==> config.mk <==
export PLATFORM = sky130hd
export DESIGN_NAME = hazard_scoreboard
export DESIGN_NICKNAME = d
export VERILOG_FILES = /design/src/rtl/hazard_scoreboard.sv
export SDC_FILE = /design/constraint.sdc
export NUM_CORES = 1
export LEC_CHECK = 0
export CAP_MARGIN = 20
export CORE_MARGIN = 3
export CORE_UTILIZATION = 60
export CTS_CLUSTER_DIAMETER = 80
export DETAILED_ROUTE_END_ITERATION = 8
export DONT_BUFFER_PORTS = 1
export HOLD_SLACK_MARGIN = 0.03
export PLACE_DENSITY = 0.77
export SYNTH_ARGS = -nofsm -noshare
export SYNTH_HDL_FRONTEND = slang
export SYNTH_SLANG_ARGS = --single-unit
==> constraint.sdc <==
create_clock -name clk -period 10.6 [get_ports clk]
set_input_delay 3.18 -clock clk [delete_from_list [all_inputs] [get_ports clk]]
set_output_delay 3.18 -clock clk [all_outputs]
set_load 0.01 [all_outputs]
==> src/rtl/hazard_scoreboard.sv <==
`default_nettype none
// ============================================================================
// Module      : hazard_scoreboard
// Description : Per-register countdown scoreboard producing RAW/WAW decode
//               stalls for ops with write-back latency up to MAX_LAT.
//               Optional stall-cycle counter: HAZARD_SCOREBOARD_PERF_EN.
// Revision    : 1.0 - initial release
// ============================================================================
module hazard_scoreboard #(
    parameter int NUM_REGS = 32,
    parameter int ADDR_W   = 5,
    parameter int MAX_LAT  = 4,
    parameter int LAT_W    = $clog2(MAX_LAT + 1)
) (
    input  logic              clk,
    input  logic              rst,
    input  logic              issue_valid,
    input  logic              flush,
    input  logic [ADDR_W-1:0] rs_addr,
    input  logic              rs_used,
    input  logic [ADDR_W-1:0] rt_addr,
    input  logic              rt_used,
    input  logic [ADDR_W-1:0] dest_addr,
    input  logic              dest_we,
    input  logic [LAT_W-1:0]  dest_lat,
    output logic              stall,
    output logic              issue_fire,
    output logic              busy_any
`ifdef HAZARD_SCOREBOARD_PERF_EN
    ,
    input  logic              perf_clear,
    output logic [31:0]       stall_cycles
`endif
);

    localparam int               NUM_VIEW  = 1 << ADDR_W;
    localparam logic [LAT_W-1:0] c_max_lat = LAT_W'(MAX_LAT);

    logic [LAT_W-1:0] r_cnt      [1:NUM_REGS-1];
    logic [LAT_W-1:0] w_cnt_view [NUM_VIEW];
    logic [LAT_W-1:0] w_lat_eff;
    logic             w_raw_rs;
    logic             w_raw_rt;
    logic             w_waw;
    logic             w_hazard;
    logic             w_load;
    logic             w_busy;

    // Full address-space view: r0 and untracked addresses always read as idle.
    for (genvar i = 0; i < NUM_VIEW; i++) begin : g_view
        if (i != 0 && i < NUM_REGS) begin : g_tracked
            assign w_cnt_view[i] = r_cnt[i];
        end else begin : g_zero
            assign w_cnt_view[i] = '0;
        end
    end

    always_comb begin
        w_lat_eff = (dest_lat > c_max_lat) ? c_max_lat : dest_lat;
        w_raw_rs  = rs_used && (rs_addr != '0) && (w_cnt_view[rs_addr] != '0);
        w_raw_rt  = rt_used && (rt_addr != '0) && (w_cnt_view[rt_addr] != '0);
        w_waw     = dest_we && (dest_addr != '0) && (w_cnt_view[dest_addr] > w_lat_eff);
        w_hazard  = w_raw_rs || w_raw_rt || w_waw;
    end

    assign stall      = ~rst & issue_valid & ~flush &  w_hazard;
    assign issue_fire = ~rst & issue_valid & ~flush & ~w_hazard;
    assign w_load     = issue_fire & dest_we & (dest_addr != '0) & (w_lat_eff != '0);

    always_comb begin
        w_busy = 1'b0;
        for (int r = 1; r < NUM_REGS; r++) begin
            w_busy = w_busy | (r_cnt[r] != '0);
        end
    end

    assign busy_any = w_busy;

    // A new issue's latency overrides that register's decrement in the same cycle.
    always_ff @(posedge clk or posedge rst) begin
        if (rst) begin
            for (int r = 1; r < NUM_REGS; r++) begin
                r_cnt[r] <= '0;
            end
        end else begin
            for (int r = 1; r < NUM_REGS; r++) begin
                if (w_load && (dest_addr == ADDR_W'(r))) begin
                    r_cnt[r] <= w_lat_eff;
                end else if (r_cnt[r] != '0) begin
                    r_cnt[r] <= r_cnt[r] - LAT_W'(1);
                end
            end
        end
    end

`ifdef HAZARD_SCOREBOARD_PERF_EN
    logic [31:0] r_stall_cycles;

    always_ff @(posedge clk or posedge rst) begin
        if (rst) begin
            r_stall_cycles <= '0;
        end else if (perf_clear) begin
            r_stall_cycles <= '0;
        end else if (stall && (r_stall_cycles != 32'hFFFF_FFFF)) begin
            r_stall_cycles <= r_stall_cycles + 32'd1;
        end
    end

    assign stall_cycles = r_stall_cycles;
`endif

endmodule
`default_nettype wire

==> PnR_summary.wiki, run 1 <==
{| class="wikitable"
! Metric !! Value
|-
| Share of synthesized area occupied by flip-flops and latches || ~28%
|-
| Min-Delay Startpoint || r_cnt[87]
|-
| DRC violation total after the first TritonRoute iteration || 677
|-
| Tmin final || about 9 ns
|-
| Total CTS buffers || 9
|-
| Number of antenna diodes || 0
|-
| Number of input and output port buffers inserted || 0
|-
| Sequential cell fraction of total power || ~36%
|-
| Leading register cell type out of synthesis || sky130_fd_sc_hd__dfrtp_1
|-
| Pin count of the biggest net entering global routing || 52
|-
| Syn Std Cell Area || around 8400 um2
|-
| Worst R2R Setup Slack || 6.38 ns
|-
| Commonest non-fill, non-tap cells in the layout || sky130_fd_sc_hd__mux2i_1 (123), sky130_fd_sc_hd__dfrtp_1 (93), sky130_fd_sc_hd__inv_1 (71)
|-
| Chip Height || between 100 and 150 um
|-
| Unrepaired setup endpoints after global routing || no
|-
| TritonCTS clock tree || built
|-
| Power per Cell Area || approximately 280 nW/um2
|-
| Remaining global-route overflow || 0
|-
| Overall die width || 124 um
|-
| Core ar. || 13400 um2
|-
| Resized cells post-CTS || 0
|-
| Final wirelength || 22.8 mm
|-
| Registers with the highest flip-flop counts || r_cnt: 93 flops
|-
| Total clock sinks || 93
|-
| Mean Syn Cell Area || between 10 and 15 um2
|-
| Maximum fanout along the worst path || 32
|-
| Outcome || finished, final reports clean
|-
| Critical Path AT || 5.61 ns
|-
| Peak ir drop on the vdd network || 0.143 mV
|-
| Via count of the first global-routing pass || ~6700
|-
| Power share of the combinational group || between 50% and 60%
|-
| Final number of setup-violating endpoints || 0
|-
| Final count of pins violating max slew || 0
|-
| Logic depth of the worst register-to-register path || 11
|-
| Maximum clock insertion buffer count || 2
|-
| Area of all placed cells without fillers || around 8700 um2
|-
| Root buffer cell || sky130_fd_sc_hd__clkbuf_16
|-
| Total number of nets in the final design || 880
|-
| Clock power share || between 10 and 15%
|-
| Max-slew headroom || ~40%
|-
| Kind of launch point of the worst setup path || primary input
|-
| Pre-Repair DR Iteration Count || 7
|-
| # Max-Cap Violations || 0
|-
| Count of mapped cells out of synthesis || roughly 800
|-
| Final Hold Viols || 0
|-
| Static leakage power || between 0.004 and 0.005 uW
|-
| Number of placement rows || 42
|-
| Number of H-tree branching levels || 3
|-
| Largest Register || r_cnt
|-
| Total DRC errors in the routed layout || 0
|-
| Max FFs per register || between 90 and 100
|-
| Hold WC Path Type || flop to flop
|-
| Area grow syn2layout || 4.09%
|-
| Global-route usage over all layers || 31.4%
|-
| Asr flop ratio synth || 100%
|-
| Hold buffer count at CTS || 0
|-
| Count of flip-flops with a built-in enable after synthesis || 0
|-
| Number of stages on the worst hold path || 2
|-
| Cell-internal power || around 1300 uW
|-
| Post-route antenna net violation count || 0
|-
| DIE AREA || about 15000 um2
|-
| Mapped Nets || between 900 and 1000
|-
| Routed length per placed instance || approximately 24 um
|-
| Half-perimeter wire length after placement || roughly 17 mm
|-
| Most frequent standard cell in the layout excluding fill and tap cells || sky130_fd_sc_hd__mux2i_1
|-
| Setup Buffers After CTS || 0
|-
| Fmax || about 110 MHz
|-
| Number of fill cells in the layout || about 1100
|-
| Reg-to-Reg Start || r_cnt[70]
|-
| Share of layout cells above drive strength 1 || about an eighth
|-
| Per-cell via count in the routed design || 6.81
|-
| Worst setup path startpoint || dest_addr[0]
|-
| Number of warnings issued by yosys || 0
|-
| #FFs+latches synth || between 90 and 100
|-
| Instance area after placement || 8400 um2
|-
| CP endpoint kind || output pin
|-
| NetSw || approximately 1100 uW
|-
| Fraction of power spent switching nets || roughly 44%
|-
| Starting density of the core || 62.3%
|-
| Max Clock Skew || about 0.0055 ns
|-
| CP required || around 7.4 ns
|-
| Final worst-path cycle share || about 83%
|-
| Slew at the pin closest to its max-slew limit || roughly 0.89 ns
|-
| Clock insertion delay at the later pin of the skew report || 0.35 ns
|-
| Final TNS setup || 0 ns
|-
| Total number of vias || around 6600
|-
| Global-route wire length before repair || 36.4 mm
|-
| Final weighted congestion of routability-driven global placement || approximately 1.0
|-
| Antenna violations before repair || 0
|-
| Critical path start-end classification || primary input to output pin
|-
| Number of top-level pins || 28
|-
| Clock slew seen by the registers of the worst setup and hold paths || 0.06 ns
|-
| Number of distinct standard cells referenced by the synthesized netlist || 48
|}
-- path summary, 6_finish.rpt --
kind	to
max	stall
max in group asynchronous	r_cnt[81]
min reg2reg	r_cnt[87]
min	r_cnt[87]
max reg2reg	r_cnt[91]
min in group asynchronous	r_cnt[21]
-- cell type report --
type	count	area [um2]	area share [%]
sequential	93	2330	26.8
inverter	73	275	3.17
clock inverter	4	47.5	0.547
multi-input combinational	606	5520	63.5
clock buffer	12	246	2.84
tap	176	220	2.53
timing repair buffer	7	52.6	0.605
-- logic make-up (layout without fill, tap and decap cells) --
group                    count (synthesis)  count (layout)  synth area share, %
AND/OR/NAND/NOR                        272             272                 22.6
XOR/XNOR                                31              31                 3.25
AO/OA/AOI/OAI                           77              77                 5.93
adder cells (fa/ha/maj)                 65              65                 9.74
flip-flops                              93              93                 27.9
buffers and inverters                  114              96                 6.07
multiplexers                           161             161                 24.6
-- synthesized netlist by cell type, types with 2 or more instances --
cell                          n  area, um2
sky130_fd_sc_hd__mux2_2       3       33.8
sky130_fd_sc_hd__or2_2        2       12.5
sky130_fd_sc_hd__ha_1        65        813
sky130_fd_sc_hd__a2111oi_0    3       26.3
sky130_fd_sc_hd__nor3_1      41        205
sky130_fd_sc_hd__nand4_4     29        617
sky130_fd_sc_hd__a311oi_1     2       17.5
sky130_fd_sc_hd__nor3b_1      3       22.5
sky130_fd_sc_hd__o21ai_1      3       15.0
sky130_fd_sc_hd__nand3_1      3       15.0
sky130_fd_sc_hd__nand2_1     43        161
sky130_fd_sc_hd__and2_1       2       12.5
sky130_fd_sc_hd__nor4_1      26        163
sky130_fd_sc_hd__o2111ai_1    3       26.3
sky130_fd_sc_hd__dfrtp_1     93       2330
sky130_fd_sc_hd__a21oi_1     10       50.1
sky130_fd_sc_hd__o41ai_1      2       17.5
sky130_fd_sc_hd__o21ai_0     38        190
sky130_fd_sc_hd__mux2i_1    123       1230
sky130_fd_sc_hd__and4_1       2       17.5
sky130_fd_sc_hd__a31oi_1      3       18.8
sky130_fd_sc_hd__or4_1        3       22.5
sky130_fd_sc_hd__buf_2       15       75.1
sky130_fd_sc_hd__nand4_1      4       25.0
sky130_fd_sc_hd__nor4b_1      5       43.8
sky130_fd_sc_hd__xnor2_1     31        272
sky130_fd_sc_hd__inv_1       72        270
sky130_fd_sc_hd__nor2_1      50        188
sky130_fd_sc_hd__o311ai_0     2       17.5
sky130_fd_sc_hd__buf_12       3       60.1
sky130_fd_sc_hd__o211ai_1     2       15.0
sky130_fd_sc_hd__and3_1      12       75.1
sky130_fd_sc_hd__mux4_2      35        788
sky130_fd_sc_hd__buf_1        2       7.51
sky130_fd_sc_hd__a211oi_1     4       30.0
sky130_fd_sc_hd__clkbuf_1    19       71.3
sky130_fd_sc_hd__nor2b_1      6       37.5
sky130_fd_sc_hd__nand2b_1    39        244
-- layer usage --
| layer | global-route usage, % | vias to the layer above | wire (um) |
|---|---|---|---|
| met1 | 40.3 | 3271 | 8760 |
| li1 | - | 2911 | - |
| met2 | 52.5 | 352 | 11200 |
| met5 | 0 | - | 0 |
| met3 | 5.09 | 79 | 1990 |
| met4 | 14.3 | 0 | 935 |
-- through the flow --
stage	hold slack (ns)	util (%)	worst slack [ns]	std cells	power, uW
after floorplan	0.571	-	1.64	813	1720
after global placement	0.598	62.7	1.89	955	1920
after detailed placement	0.601	62.7	1.84	955	2040
after CTS	0.615	64.9	1.84	971	2380
after global routing	0.663	64.9	1.69	971	2580
final	0.615	64.9	1.81	971	2390
-- worst max-delay path, cell delays in order --
cell and delay [ns]:
sky130_fd_sc_hd__mux4_2 0.47, sky130_fd_sc_hd__mux4_2 0.50, sky130_fd_sc_hd__mux2_2 0.29, sky130_fd_sc_hd__ha_1 0.30, sky130_fd_sc_hd__nor2b_1 0.15, sky130_fd_sc_hd__o21a_1 0.12
sky130_fd_sc_hd__o21ai_1 0.07, sky130_fd_sc_hd__o211ai_1 0.24, sky130_fd_sc_hd__nor2b_1 0.27
-- power by group through the flow --
stage | sequential, uW | clock (uW) | combinational (uW)
detailed placement | 844 | 0 | 1200
floorplan | 722 | 0 | 1000
global placement | 836 | 0 | 1090
finish | 855 | 329 | 1210
CTS | 839 | 336 | 1210
global route | 874 | 348 | 1360
Power figures use the tool's default switching activity.
==> run 2: changes to the inputs <==
--- a/config.mk
+++ b/config.mk
@@ -7,12 +7,12 @@
 export LEC_CHECK = 0
 export CAP_MARGIN = 20
 export CORE_MARGIN = 3
-export CORE_UTILIZATION = 60
+export CORE_UTILIZATION = 59
 export CTS_CLUSTER_DIAMETER = 80
 export DETAILED_ROUTE_END_ITERATION = 8
 export DONT_BUFFER_PORTS = 1
 export HOLD_SLACK_MARGIN = 0.03
-export PLACE_DENSITY = 0.77
+export PLACE_DENSITY = 0.79
 export SYNTH_ARGS = -nofsm -noshare
 export SYNTH_HDL_FRONTEND = slang
 export SYNTH_SLANG_ARGS = --single-unit
==> constraint.sdc (replaced) <==
create_clock -name clk -period 7.8 [get_ports clk]
set_input_delay 2.34 -clock clk [delete_from_list [all_inputs] [get_ports clk]]
set_output_delay 2.34 -clock clk [all_outputs]
set_load 0.01 [all_outputs]
==> run 2 against run 1 <==
Sequential share of layout area is essentially flat; clock skew increased by 0.0022 ns; utilization shrank 0.64 points; power up 36%; design area increased by 0.17%; non-clock buffer count rose by 2; die area is 1.6% higher; wire length shrank 2.2%; final cell count increased by 0.21%; global-route usage is 2.4 points lower; combinational power grew 35%; sequential cell count did not move; critical path type unchanged; critical endpoint is now issue_fire; largest cell class unchanged; largest power group unchanged.
==> PnR_summary.wiki, run 2 (synthesis gave the netlist of run 1 again) <==
{| class="wikitable"
! Metric !! Value
|-
| Outcome || finished, final reports clean
|-
| Maximum clock insertion buffer count || 2 (unchanged)
|-
| Crit path max-delay cell type || sky130_fd_sc_hd__mux4_2
|-
| Critical path start-end classification || primary input to output pin
|-
| Number of input and output port buffers inserted || 0 (unchanged)
|-
| Min-Delay Startpoint || r_cnt[87]
|-
| Commonest non-fill, non-tap cells in the layout || sky130_fd_sc_hd__mux2i_1 (123), sky130_fd_sc_hd__dfrtp_1 (93), sky130_fd_sc_hd__inv_1 (71)
|-
| Critical Path Max Stage Delay || 0.51 ns (about the same)
|-
| Most frequent standard cell in the layout excluding fill and tap cells || sky130_fd_sc_hd__mux2i_1
|-
| Worst R2R Setup Slack || 3.86 ns (-2.52 ns)
|-
| Cell class contributing the biggest share of worst-path delay || multiplexers
|-
| Maximum fanout along the worst path || 32 (unchanged)
|-
| Global-route usage over all layers || 29.0% (-2.4 points)
|-
| Largest Register || r_cnt
|-
| Total number of nets in the final design || 882 (+0.23%)
|-
| Post-route antenna net violation count || 0 (unchanged)
|-
| Routed length per placed instance || 23.0 um (-2.4%)
|-
| Share of layout cells above drive strength 1 || 12.2% (+0.22 points)
|-
| Setup Buffers After CTS || 0 (unchanged)
|-
| Destination of the worst register-to-register timing path || r_cnt[14]
|-
| Hold Crit Endpoint || r_cnt[87]
|-
| Clock insertion delay at the later pin of the skew report || 0.36 ns (about the same)
|-
| Max Clock Skew || 0.00775 ns (+0.00225 ns)
|-
| Half-perimeter wire length after placement || 16.8 mm (+0.48%)
|-
| Final weighted congestion of routability-driven global placement || 0.947 (-7.7%)
|-
| Total CTS buffers || 9 (unchanged)
|-
| Number of top-level pins || 28 (unchanged)
|-
| Total clock sinks || 93 (unchanged)
|-
| Logic depth of the worst register-to-register path || 11 (unchanged)
|-
| Core ar. || 13600 um2 (+1.2%)
|-
| Unrepaired setup endpoints after global routing || no
|-
| Max-slew headroom || 41.0% (+0.53 points)
|-
| Tmin final || 7.25 ns
|-
| Clock slew seen by the registers of the worst setup and hold paths || 0.06 ns (about the same)
|-
| Utilization after layout || 64.2% (-0.64 points)
|-
| Number of antenna diodes || 0 (unchanged)
|-
| Via count of the first global-routing pass || 6752 (+0.91%)
|-
| Peak ir drop on the vdd network || 0.195 mV (+36%)
|-
| Chip Height || 125 um (+0.81%)
|-
| Total DRC errors in the routed layout || 0 (unchanged)
|-
| Root buffer cell || sky130_fd_sc_hd__clkbuf_16
|-
| Resized cells post-CTS || 0 (unchanged)
|-
| Static leakage power || 0.00415 uW (+0.26%)
|-
| Crit-path cells || mux4_2, mux4_2, mux2_2, ha_1, nor2b_1, o21a_1, o21ai_1, o211ai_1, nor2_1, buf_4
|-
| Overall die width || 125 um (+0.81%)
|-
| Number of fill cells in the layout || 1075 (+1.1%)
|-
| Global-route wire length before repair || 36.2 mm (-0.61%)
|-
| Register cell area after layout || 2330 um2 (unchanged)
|-
| # Max-Cap Violations || 0 (unchanged)
|-
| Slew at the pin closest to its max-slew limit || 0.885 ns (-0.00793 ns)
|-
| Hold buffer count at CTS || 0 (unchanged)
|-
| Number of placement rows || 42 (unchanged)
|-
| DRC violation total after the first TritonRoute iteration || 655 (-3.2%)
|-
| TritonCTS clock tree || built
|-
| Final Hold Viols || 0 (unchanged)
|-
| Bufs and invs on worst path || 1 (+1)
|-
| Number of H-tree branching levels || 3 (unchanged)
|-
| Total number of vias || 6512 (-1.5%)
|-
| Registers with the highest flip-flop counts || r_cnt: 93 flops
|-
| Per-cell via count in the routed design || 6.69 (-1.7%)
|-
| Final wirelength || 22.3 mm (-2.2%)
|-
| Hold WC Path Type || flop to flop
|-
| CP endpoint kind || output pin
|-
| Final TNS setup || 0 ns (unchanged)
|-
| Final worst-path cycle share || between 90% and 100%
|-
| Power per Cell Area || 372 nW/um2 (+35%)
|-
| Reg-to-Reg Start || r_cnt[73]
|-
| CP required || 5.46 ns (-1.96 ns)
|-
| DIE AREA || 15600 um2 (+1.6%)
|-
| Pin count of the biggest net entering global routing || 55 (+5.8%)
|-
| Antenna violations before repair || 0 (unchanged)
|-
| Max FFs per register || 93 (unchanged)
|-
| Fmax || between 100 and 150 MHz
|-
| Final count of pins violating max slew || 0 (unchanged)
|-
| Number of stages on the worst hold path || 2 (unchanged)
|-
| Critical Path AT || 4.91 ns (-0.70 ns)
|-
| Kind of launch point of the worst setup path || primary input
|-
| Most frequent cell on the critical path || sky130_fd_sc_hd__mux4_2
|-
| Area grow syn2layout || 4.27%
|-
| Remaining global-route overflow || 0 (unchanged)
|-
| Multi-input gate area || 5520 um2 (unchanged)
|-
| Pre-Repair DR Iteration Count || 6 (-1)
|-
| Final number of setup-violating endpoints || 0 (unchanged)
|-
| Starting density of the core || 61.6% (-0.72 points)
|}
[run 2: cell types whose count changed in the layout (fill, tap and decap cells not counted)]
| cell | before | now |
|---|---|---|
| sky130_fd_sc_hd__buf_4 | 7 | 9 |
[run 2: worst max path at each step]
stage | startpoint | endpoint | slack, ns | cells after the start
3_5_place_dp | dest_addr[0] | issue_fire | 0.60 | 10
5_1_grt | dest_addr[0] | issue_fire | 0.44 | 10
4_1_cts | dest_addr[0] | issue_fire | 0.59 | 10
2_1_floorplan | dest_addr[1] | issue_fire | 0.52 | 11
3_3_place_gp | dest_addr[0] | issue_fire | 0.59 | 10
6_report | dest_addr[0] | issue_fire | 0.55 | 10
[run 2: metal layers]
metal  vias up  track usage (%)  routed length (um)
li1       2914                -                   -
met1      3225             35.3                8680
met2       298             49.3               11200
met3        75             7.29                1670
met4         0             12.0                 813
met5         -                0                   0
[run 2: power breakdown]
group	leakage (uW)	switching (uW)	internal, uW
logic	0.00292	836	797
clock network	0.000143	188	256
registers	0.00109	414	752
total	0.00415	1440	1800
[run 2: area by class of cell]
class                      instances  area share (%)
inverter                          73            3.16
multi-input combinational        606            63.4
clock buffer                      12            2.83
sequential                        93            26.7
clock inverter                     4           0.546
tap                              176            2.53
timing repair buffer               9           0.776
[run 2: worst reg2reg max path, delay by kind of cell (launching register included)]
| kind | cells | cell delay [ns] |
|---|---|---|
| muxes | 4 | 1.53 |
| and+or+nand+nor | 3 | 0.81 |
| DFF | 1 | 0.45 |
| buffers and inverters | 1 | 0.43 |
| AOI/OAI and AO/OA | 2 | 0.32 |
| adders and majority gates | 1 | 0.30 |
[run 2: per-stage QoR]
step | power (uW) | setup slack, ns | area (um2) | hold WS (ns) | std cells
after floorplan | 2340 | 0.523 | 8350 | 0.571 | 813
after global placement | 2610 | 0.593 | 8410 | 0.594 | 957
after detailed placement | 2770 | 0.599 | 8410 | 0.602 | 957
after CTS | 3230 | 0.587 | 8710 | 0.617 | 973
after global routing | 3510 | 0.438 | 8710 | 0.659 | 973
final | 3240 | 0.553 | 8710 | 0.620 | 973
==> run 3: changes to the inputs <==
--- a/config.mk
+++ b/config.mk
@@ -5,14 +5,14 @@
 export SDC_FILE = /design/constraint.sdc
 export NUM_CORES = 1
 export LEC_CHECK = 0
-export CAP_MARGIN = 20
+export CAP_MARGIN = 5
 export CORE_MARGIN = 3
 export CORE_UTILIZATION = 59
 export CTS_CLUSTER_DIAMETER = 80
 export DETAILED_ROUTE_END_ITERATION = 8
 export DONT_BUFFER_PORTS = 1
 export HOLD_SLACK_MARGIN = 0.03
-export PLACE_DENSITY = 0.79
+export PLACE_DENSITY = 0.78
 export SYNTH_ARGS = -nofsm -noshare
 export SYNTH_HDL_FRONTEND = slang
 export SYNTH_SLANG_ARGS = --single-unit
==> run 3 against run 2 <==
Clock power up 2%; wire length up 1.5%; setup slack better by 0.10 ns; clock-buffer cell count down 2; final cell count down 0.10%; combinational power about the same; sequential share of layout area about the same; hold slack better by 0.014 ns; clock skew about the same; utilization about the same; power about the same; die area unchanged; critical path type unchanged; largest power group unchanged.
==> PnR_summary.wiki, run 3 (synthesis gave the netlist of run 1 again) <==
{| class="wikitable"
! Metric !! Value
|-
| # Max-Cap Violations || 0 (unchanged)
|-
| Final TNS setup || 0 ns (unchanged)
|-
| Total DRC errors in the routed layout || 0 (unchanged)
|-
| Total Power || 3240 uW (about the same)
|-
| Crit-path cells || mux4_2, mux4_2, mux2_2, ha_1, nor2b_1, o21a_1, o21ai_1, o211ai_1, nor2b_1
|-
| Antenna violations before repair || 0 (unchanged)
|-
| Hold WC Path Type || flop to flop
|-
| Static leakage power || 0.00414 uW (-0.21%)
|-
| DRC violation total after the first TritonRoute iteration || 619 (-5.5%)
|-
| Register cell area after layout || 2330 um2 (unchanged)
|-
| Area of all placed cells without fillers || 8710 um2 (about the same)
|-
| Logic depth of the worst register-to-register path || 11 (unchanged)
|-
| Final number of setup-violating endpoints || 0 (unchanged)
|-
| Power per Cell Area || 372 nW/um2 (about the same)
|-
| Area grow syn2layout || 4.26% (about the same)
|-
| Share of layout cells above drive strength 1 || 12.2% (+0.015 points)
|-
| TritonCTS clock tree || built
|-
| Global-route wire length before repair || 36.6 mm (+1.3%)
|-
| Fmax || 140 MHz (+1.4%)
|-
| Utilization after layout || 64.2% (about the same)
|-
| Half-perimeter wire length after placement || 16.9 mm (+0.33%)
|-
| Global-route usage over all layers || 29.5% (+0.47 points)
|-
| Number of placement rows || 42 (unchanged)
|-
| Core ar. || 13600 um2 (unchanged)
|-
| Pin count of the biggest net entering global routing || 49 (-11%)
|-
| Crit path max-delay cell type || sky130_fd_sc_hd__mux4_2
|-
| Unrepaired setup endpoints after global routing || no
|-
| Maximum fanout along the worst path || 32 (unchanged)
|-
| Commonest non-fill, non-tap cells in the layout || sky130_fd_sc_hd__mux2i_1 (123), sky130_fd_sc_hd__dfrtp_1 (93), sky130_fd_sc_hd__inv_1 (71)
|-
| Final worst-path cycle share || 91.6% (-1.3 points)
|-
| Max FFs per register || 93 (unchanged)
|-
| Final Hold Viols || 0 (unchanged)
|-
| Setup Buffers After CTS || 0 (unchanged)
|-
| Per-cell via count in the routed design || 6.77 (+1.2%)
|-
| Via count of the first global-routing pass || 6859 (+1.6%)
|-
| Number of stages on the worst hold path || 2 (unchanged)
|-
| Number of antenna diodes || 0 (unchanged)
|-
| Outcome || finished, final reports clean
|-
| Number of H-tree branching levels || 3 (unchanged)
|-
| Global route hottest layer || met2
|-
| Final count of pins violating max slew || 0 (unchanged)
|-
| Clock slew seen by the registers of the worst setup and hold paths || 0.06 ns (about the same)
|-
| Critical Path AT || 4.81 ns (-0.10 ns)
|-
| Most frequent standard cell in the layout excluding fill and tap cells || sky130_fd_sc_hd__mux2i_1
|-
| Total CTS buffers || 9 (unchanged)
|-
| Slew at the pin closest to its max-slew limit || 0.873 ns (-0.0121 ns)
|-
| Total number of vias || 6585 (+1.1%)
|-
| Post-route antenna net violation count || 0 (unchanged)
|-
| Critical Path Max Stage Delay || 0.49 ns (-0.02 ns)
|-
| Remaining global-route overflow || 0 (unchanged)
|-
| Number of top-level pins || 28 (unchanged)
|-
| Routing usage on met3 || 6.14% (-1.2 points)
|-
| GR Layer Usage met2 || 49.8% (+0.44 points)
|-
| Clock insertion delay at the later pin of the skew report || 0.36 ns (about the same)
|-
| DIE AREA || 15600 um2 (unchanged)
|-
| Total number of nets in the final design || 881 (-0.11%)
|-
| Kind of launch point of the worst setup path || primary input
|-
| GR met1 Demand/Resource || 35.0% (-0.32 points)
|-
| Pre-Repair DR Iteration Count || 5 (-1)
|-
| Largest Register || r_cnt
|-
| Min-Delay Startpoint || r_cnt[87]
|-
| Maximum clock insertion buffer count || 2 (unchanged)
|-
| Root buffer cell || sky130_fd_sc_hd__clkbuf_16
|-
| Post-placement worst setup slack || 0.643 ns (+0.0442 ns)
|-
| Resized cells post-CTS || 0 (unchanged)
|-
| Starting density of the core || 61.6% (unchanged)
|-
| CP endpoint kind || output pin
|-
| CP required || 5.46 ns (about the same)
|-
| Number of input and output port buffers inserted || 0 (unchanged)
|-
| Overall die width || 125 um (unchanged)
|-
| Multi-input gate area || 5520 um2 (unchanged)
|-
| Final wirelength || 22.7 mm (+1.5%)
|-
| Tmin final || 7.15 ns (-0.102 ns)
|-
| Total clock sinks || 93 (unchanged)
|-
| Final weighted congestion of routability-driven global placement || 0.967 (+2.1%)
|-
| Peak ir drop on the vdd network || 0.243 mV (+25%)
|-
| Max-slew headroom || 41.8% (+0.81 points)
|-
| Critical path start-end classification || primary input to output pin
|-
| Worst setup path startpoint || dest_addr[0]
|-
| Fin worst setup slack || 0.655 ns (+0.102 ns)
|-
| Routed length per placed instance || 23.3 um (+1.6%)
|-
| Reg-to-Reg Start || r_cnt[25]
|-
| Max Clock Skew || 0.00729 ns (-0.000459 ns)
|-
| Chip Height || 125 um (unchanged)
|-
| Hold buffer count at CTS || 0 (unchanged)
|-
| Instance area after placement || 8410 um2 (about the same)
|-
| Registers with the highest flip-flop counts || r_cnt: 93 flops
|-
| Number of fill cells in the layout || 1046 (-2.7%)
|}
==> run 3: final timing paths <==
check / slack, ns / endpoint
setup / recovery: 0.65 / stall
hold / removal: 0.63 / r_cnt[87]
setup reg to reg: 3.75 / r_cnt[14]
hold reg to reg: 0.63 / r_cnt[87]
max in group asynchronous: 4.72 / r_cnt[13]
min in group asynchronous: 1.98 / r_cnt[57]
==> run 3: where the power goes <==
group / internal (uW) / switching, uW / total, uW
logic: 797 / 839 / 1640
registers: 752 / 403 / 1150
clock network: 251 / 202 / 452
total: 1800 / 1440 / 3240
==> run 3: area by class of cell <==
class / instances / area share [%]
clock buffers: 10 / 2.63
clock inverters: 6 / 0.819
inverters: 73 / 3.16
multi-input cells: 606 / 63.4
flip-flops and latches: 93 / 26.7
well taps: 176 / 2.53
repair buffers: 8 / 0.690
==> run 3: worst max-delay path: cells and delay by family <==
family / cells / cell delay (ns)
mux: 3 / 1.28
simple gates: 2 / 0.41
fa+ha+maj: 1 / 0.30
compound gates: 3 / 0.44
==> run 3: metrics by stage <==
stage	cells	hold WS, ns
3_5_place_dp	956	0.624
5_1_grt	972	0.657
3_3_place_gp	956	0.600
4_1_cts	972	0.640
2_1_floorplan	813	0.571
6_report	972	0.634
==> run 3: layer usage <==
layer	wire length, um	share of wire, %	up-vias
li1	-	-	2922
met1	8660	38	3242
met2	11100	49	322
met3	1590	7.0	99
met4	1340	5.9	0
met5	0	0	-
